==> config.mk <==
export PLATFORM = sky130hd
export DESIGN_NAME = acc_track_scheduler
export DESIGN_NICKNAME = d
export VERILOG_FILES = /design/src/rtl/acc_track_scheduler.sv
export SDC_FILE = /design/constraint.sdc
export NUM_CORES = 1
export LEC_CHECK = 0
export BUFFER_PORTS_ARGS = -buffer_cell sky130_fd_sc_hd__buf_4
export CORE_UTILIZATION = 55
export CTS_CLUSTER_DIAMETER = 50
export DETAILED_ROUTE_END_ITERATION = 12
export PLACE_DENSITY = 0.81
export SYNTH_ARGS = -nofsm -noshare
export SYNTH_HDL_FRONTEND = slang
export SYNTH_SLANG_ARGS = --single-unit
==> constraint.sdc <==
create_clock -name clk_i -period 10.75 [get_ports clk_i]
set_input_delay 2.6875 -clock clk_i [delete_from_list [all_inputs] [get_ports clk_i]]
set_output_delay 2.6875 -clock clk_i [all_outputs]
set_load 0.01 [all_outputs]
==> src/rtl/acc_track_scheduler.sv <==
// Per-track sequencer: tracks scan/track state, drives the flag generator enables, latches detect width per track.
// Define ACC_TRACK_TIMEOUT_EN to add an ARM/GAP wait timeout (timeout_cyc_i / timeout_err_o).
module acc_track_scheduler #(
  parameter int TRK_CNT_W = 16,
  parameter int SMP_CNT_W = 24
) (
  input  logic                 clk_i,
  input  logic                 rst_i,
  input  logic                 laser_start_i,
  input  logic                 track_start_i,
  input  logic                 filter_vld_i,
  input  logic [SMP_CNT_W-1:0] track_len_i,
  input  logic [15:0]          warmup_len_i,
  input  logic [15:0]          detect_width_para_i,
`ifdef ACC_TRACK_TIMEOUT_EN
  input  logic [31:0]          timeout_cyc_i,
  output logic                 timeout_err_o,
`endif
  output logic                 filter_en_o,
  output logic                 first_track_ctrl_o,
  output logic                 second_track_en_o,
  output logic [15:0]          detect_width_para_o,
  output logic [TRK_CNT_W-1:0] track_idx_o,
  output logic [SMP_CNT_W-1:0] sample_cnt_o,
  output logic                 track_done_o,
  output logic                 overrun_err_o
);

  typedef enum logic [2:0] {IDLE, ARM, WARMUP, ACTIVE, GAP} state_t;

  state_t               state_q, state_d;
  logic [SMP_CNT_W-1:0] sample_cnt_q, sample_cnt_d;
  logic [TRK_CNT_W-1:0] track_idx_q, track_idx_d;
  logic [15:0]          width_q, width_d;
  logic                 overrun_q, overrun_d;
  logic                 done_d;
  logic                 filter_en_q, second_en_q, done_q;

  logic [SMP_CNT_W-1:0] smp_adv;
  logic [SMP_CNT_W-1:0] last_smp;
  logic [TRK_CNT_W-1:0] idx_inc;

`ifdef ACC_TRACK_TIMEOUT_EN
  logic [31:0] tmo_cnt_q, tmo_cnt_d;
  logic        tmo_err_q, tmo_err_d;
  logic        tmo_hit;
`endif

  // Saturating advances; a zero track length behaves like a one-sample track.
  assign smp_adv  = (filter_vld_i && (sample_cnt_q != '1)) ? sample_cnt_q + SMP_CNT_W'(1) : sample_cnt_q;
  assign last_smp = (track_len_i == '0) ? '0 : track_len_i - SMP_CNT_W'(1);
  assign idx_inc  = (track_idx_q != '1) ? track_idx_q + TRK_CNT_W'(1) : track_idx_q;

`ifdef ACC_TRACK_TIMEOUT_EN
  assign tmo_hit = (timeout_cyc_i != '0) && (({1'b0, tmo_cnt_q} + 33'd1) >= {1'b0, timeout_cyc_i});
`endif

  always_comb begin
    // NOTE: every signal written here gets a default first, so no path leaves a latch behind.
    state_d      = state_q;
    sample_cnt_d = sample_cnt_q;
    track_idx_d  = track_idx_q;
    width_d      = width_q;
    overrun_d    = overrun_q;
    done_d       = 1'b0;
`ifdef ACC_TRACK_TIMEOUT_EN
    tmo_cnt_d    = '0;
    tmo_err_d    = tmo_err_q;
`endif
    if (!laser_start_i) begin
      state_d = IDLE;
    end else begin
      unique case (state_q)
        IDLE: begin
          state_d     = ARM;
          track_idx_d = '0;
          overrun_d   = 1'b0;
`ifdef ACC_TRACK_TIMEOUT_EN
          tmo_err_d   = 1'b0;
`endif
        end
        ARM, GAP: begin
          if (track_start_i) begin
            state_d      = WARMUP;
            sample_cnt_d = '0;
            width_d      = detect_width_para_i;
            if (state_q == GAP) track_idx_d = idx_inc;
          end else begin
`ifdef ACC_TRACK_TIMEOUT_EN
            tmo_cnt_d = tmo_cnt_q + 32'd1;
            if (tmo_hit) begin
              state_d   = IDLE;
              tmo_err_d = 1'b1;
            end
`endif
          end
        end
        WARMUP, ACTIVE: begin
          if (track_start_i) begin
            // A new track overran the current one: flag it and restart warm-up.
            state_d      = WARMUP;
            sample_cnt_d = '0;
            width_d      = detect_width_para_i;
            track_idx_d  = idx_inc;
            overrun_d    = 1'b1;
          end else if (state_q == WARMUP) begin
            if (smp_adv >= SMP_CNT_W'(warmup_len_i)) begin
              state_d      = ACTIVE;
              sample_cnt_d = '0;
            end else begin
              sample_cnt_d = smp_adv;
            end
          end else begin
            sample_cnt_d = smp_adv;
            if (filter_vld_i && (sample_cnt_q == last_smp)) begin
              state_d = GAP;
              done_d  = 1'b1;
            end
          end
        end
        default: state_d = IDLE;
      endcase
    end
  end

  always_ff @(posedge clk_i) begin
    // NOTE: state updates use non-blocking assignment so every register samples pre-edge values.
    if (rst_i) begin
      state_q      <= IDLE;
      sample_cnt_q <= '0;
      track_idx_q  <= '0;
      width_q      <= detect_width_para_i;
      overrun_q    <= 1'b0;
      filter_en_q  <= 1'b0;
      second_en_q  <= 1'b0;
      done_q       <= 1'b0;
    end else begin
      state_q      <= state_d;
      sample_cnt_q <= sample_cnt_d;
      track_idx_q  <= track_idx_d;
      width_q      <= width_d;
      overrun_q    <= overrun_d;
      filter_en_q  <= (state_d == ACTIVE);
      second_en_q  <= (state_d != IDLE) && (track_idx_d != '0);
      done_q       <= done_d;
    end
  end

`ifdef ACC_TRACK_TIMEOUT_EN
  always_ff @(posedge clk_i) begin
    if (rst_i) begin
      tmo_cnt_q <= '0;
      tmo_err_q <= 1'b0;
    end else begin
      tmo_cnt_q <= tmo_cnt_d;
      tmo_err_q <= tmo_err_d;
    end
  end

  assign timeout_err_o = tmo_err_q;
`endif

  assign filter_en_o         = filter_en_q;
  assign first_track_ctrl_o  = (track_idx_q == '0) && (state_q inside {WARMUP, ACTIVE, GAP});
  assign second_track_en_o   = second_en_q;
  assign detect_width_para_o = width_q;
  assign track_idx_o         = track_idx_q;
  assign sample_cnt_o        = sample_cnt_q;
  assign track_done_o        = done_q;
  assign overrun_err_o       = overrun_q;

endmodule
==> metrics.yaml <==
clock_tree:
  cts_root_buf: "clkbuf_8"
  cts_buffers: 9
  clock_latency_ns: 0.35
  clock-sinks: 63
  cts.htree.levels: 3
  cts_resized: 0
  tritoncts: "yes"
  postCtsHoldBufs: 0
  post_cts_buffers: 0
  clkTransAtPathRegs_ns: 0.08
  cts_buffer_depth: 2
hold_path:
  hp-class: "reg2reg"
synth:
  syn_area_um2: 5210
  synth_flop_cell: "dfxtp_1"
  synth_nets: 758
  yosys_warnings: 0
  ys_seq_area_frac: 0.273
  synth_cell_type_count: 74
  synth-seq-cells: 63
  avgSynthCellArea_um2: 7.70
  synth-edff-count: 16
  async_flop_share: 0
  syn_inst: 677
routing:
  wirelength_um: 15600
  detail_route.wl_per_cell_um: 17.7
  drc: 0
  via_per_inst: 6.58
  drt-pass1-iter-count: 5
  vias: 5792
  drt_iter0_drc: 495
  ant_nets: 0
power_and_ir_drop:
  p_leak_nw: 2.59
  ir_worst_vdd_mv: 0.0483
  power_density_nw_per_um2: 82.7
place:
  dp_cells: 864
  dp_hpwl_um: 11800
  gp_congestion: 0.964
  numPortBuffers: 121
  pre_cts_ws_ns: 4.29
critical_path:
  crit_required_ns: 11.04
  worstPathArrival_ns: 6.48
  cp-start-kind: "input port"
  crit_fanout: 21
  crit_type: "in2reg"
  cp-end-kind: "flip-flop"
sta:
  fin_crit_sh: 0.576
  slew_viol_final: 0
  fmax_mhz: 161
  fin_ws_ns: 4.56
  fin_setup_tns_ns: 0
  rsz0062_at_grt: "false"
  skew_ns: 0.0112
  hold_viol: 0
  worst_pin_slew_ns: 0.922
  period_minus_slack_ns: 6.19
  holdWs_ns: 0.519
  setup_viol: 0
  slew_headroom: 0.380
die:
  die_area_um2: 9870
  rows: 35
  core_um2: 9200
  start_util: 0.567
  die_w_um: 99.3
  die_h_um: 99.3
  pin_count: 122
cells_and_area:
  syn_to_final_growth_pct: 20.0
  layout.nets: 845
  nFillCells: 814
  n_antenna_cell: 0
  multiInputGateArea_um2: 3490
  drive_gt1_frac: 0.215
  final_cells: 880
  finalCoreUtilization: 0.680
  regArea_um2: 1420
global_route:
  first_global_vias: 5369
  grt.total_usage: 0.320
  grt_pass1_wl_um: 25600
  grt-ovfl-total: 0
  antenna_found_initial: 0
  grt_max_degree: 26
status:
  status: "finished, final reports clean"
flow_run:
  max-cap-violations: 0
## state kept, by name, indices dropped and copies added, names as in the netlist
register             cells
overrun_err_o            1
second_track_en_o        1
track_done_o             1
filter_en_o              1
detect_width_para_o     16
track_idx_o             16
sample_cnt_o            24
state_q                  3
## worst paths after layout
check / start / endpoint / slack, ns / cells after the start
setup / recovery: filter_vld_i / sample_cnt_o[18] / 4.56 / 17
hold / removal: overrun_err_o / overrun_err_o / 0.52 / 2
setup reg to reg: sample_cnt_o[5] / sample_cnt_o[18] / 5.76 / 17
hold reg to reg: overrun_err_o / overrun_err_o / 0.52 / 2
## routing by layer
layer	vias up	global-route usage	wire [um]
met1	2714	0.406	6470
met3	56	0.0499	1320
li1	2720	-	-
met5	-	0	0
met2	302	0.525	7300
met4	0	0.171	515
## cell families after synthesis
kind of cell	Yosys count	synth area share
simple gates	304	0.314
compound gates	173	0.230
buf+inv	75	0.0564
flops	63	0.273
xor+xnor	36	0.0663
fa+ha+maj	20	0.0480
mux	6	0.0125
## synth_stat cells, drive strengths merged (4+ instances only)
master	count	area share
nand2	60	0.043
nor2	59	0.043
dfxtp	47	0.18
o21ai	42	0.040
clkbuf	39	0.029
nand3	33	0.032
inv	30	0.022
nand4	26	0.031
nor3	26	0.027
a21oi	25	0.024
nor4	21	0.028
ha	20	0.048
xnor2	20	0.034
edfxtp	16	0.092
xor2	14	0.024
or3	13	0.016
a21o	12	0.017
a22oi	11	0.016
o31ai	11	0.016
a31oi	10	0.012
or4	10	0.016
and2	9	0.011
and3	9	0.011
a31o	7	0.012
and4	7	0.012
nand2b	7	0.0084
buf	6	0.0062
nor3b	6	0.0086
o211ai	6	0.0086
o21a	5	0.0072
o31a	5	0.0084
a211o	4	0.0067
a211oi	4	0.0077
mux2	4	0.0086
o21bai	4	0.0058
or2	4	0.0048
## layout make-up
cell class | count | area share
clock inverter | 5 | 0.00521
clock buffer | 11 | 0.0226
timing repair buffer | 121 | 0.145
sequential | 63 | 0.227
tap | 111 | 0.0222
multi-input combinational | 539 | 0.559
inverter | 30 | 0.0180
## layout by cell type, fill, tap and decap left out, drive strengths merged, types with 4 or more instances in the layout
cell / netlist / layout
o31a: 5 / 5
a22oi: 11 / 11
nand2: 60 / 60
or4: 10 / 10
a31oi: 10 / 10
nor3b: 6 / 6
a211oi: 4 / 4
or3: 13 / 13
and2: 9 / 9
o21a: 5 / 5
ha: 20 / 20
a211o: 4 / 4
xnor2: 20 / 20
a31o: 7 / 7
and3: 9 / 9
mux2: 4 / 4
o21bai: 4 / 4
and4: 7 / 7
nand4: 26 / 26
nor4: 21 / 21
a21oi: 25 / 25
dfxtp: 47 / 47
clkbuf: 39 / 11
nor2: 59 / 59
o31ai: 11 / 11
a21o: 12 / 12
or2: 4 / 4
o211ai: 6 / 6
buf: 6 / 121
nand3: 33 / 33
inv: 30 / 32
edfxtp: 16 / 16
nand2b: 7 / 7
xor2: 14 / 14
nor3: 26 / 26
o21ai: 42 / 42
## per-stage QoR
stage | cell area, um^2 | power (mW)
after global placement | 6080 | 0.330
final | 6250 | 0.517
after global routing | 6250 | 0.537
after floorplan | 5210 | 0.295
after CTS | 6250 | 0.517
after detailed placement | 6080 | 0.331
## where the power goes
group / internal (mW) / switching [mW] / total, mW
registers: 0.248 / 0.00188 / 0.249
logic: 0.0365 / 0.0416 / 0.0780
clock network: 0.0898 / 0.0993 / 0.189
## worst max-delay path, cell delays in order
cell      delay [ns]
buf_4           0.09
inv_1           0.07
a31o_2          0.28
nor2_1          0.16
nand3_1         0.19
nor2_1          0.20
xor2_1          0.22
ha_1            0.28
a21oi_1         0.16
o21ai_0         0.16
nor4_1          0.22
mux2i_1         0.11
a211o_1         0.27
a21boi_2        0.34
nand2_1         0.47
or3_1           0.49
nand3_1         0.07
No activity file was read; power rests on OpenSTA's default activity.
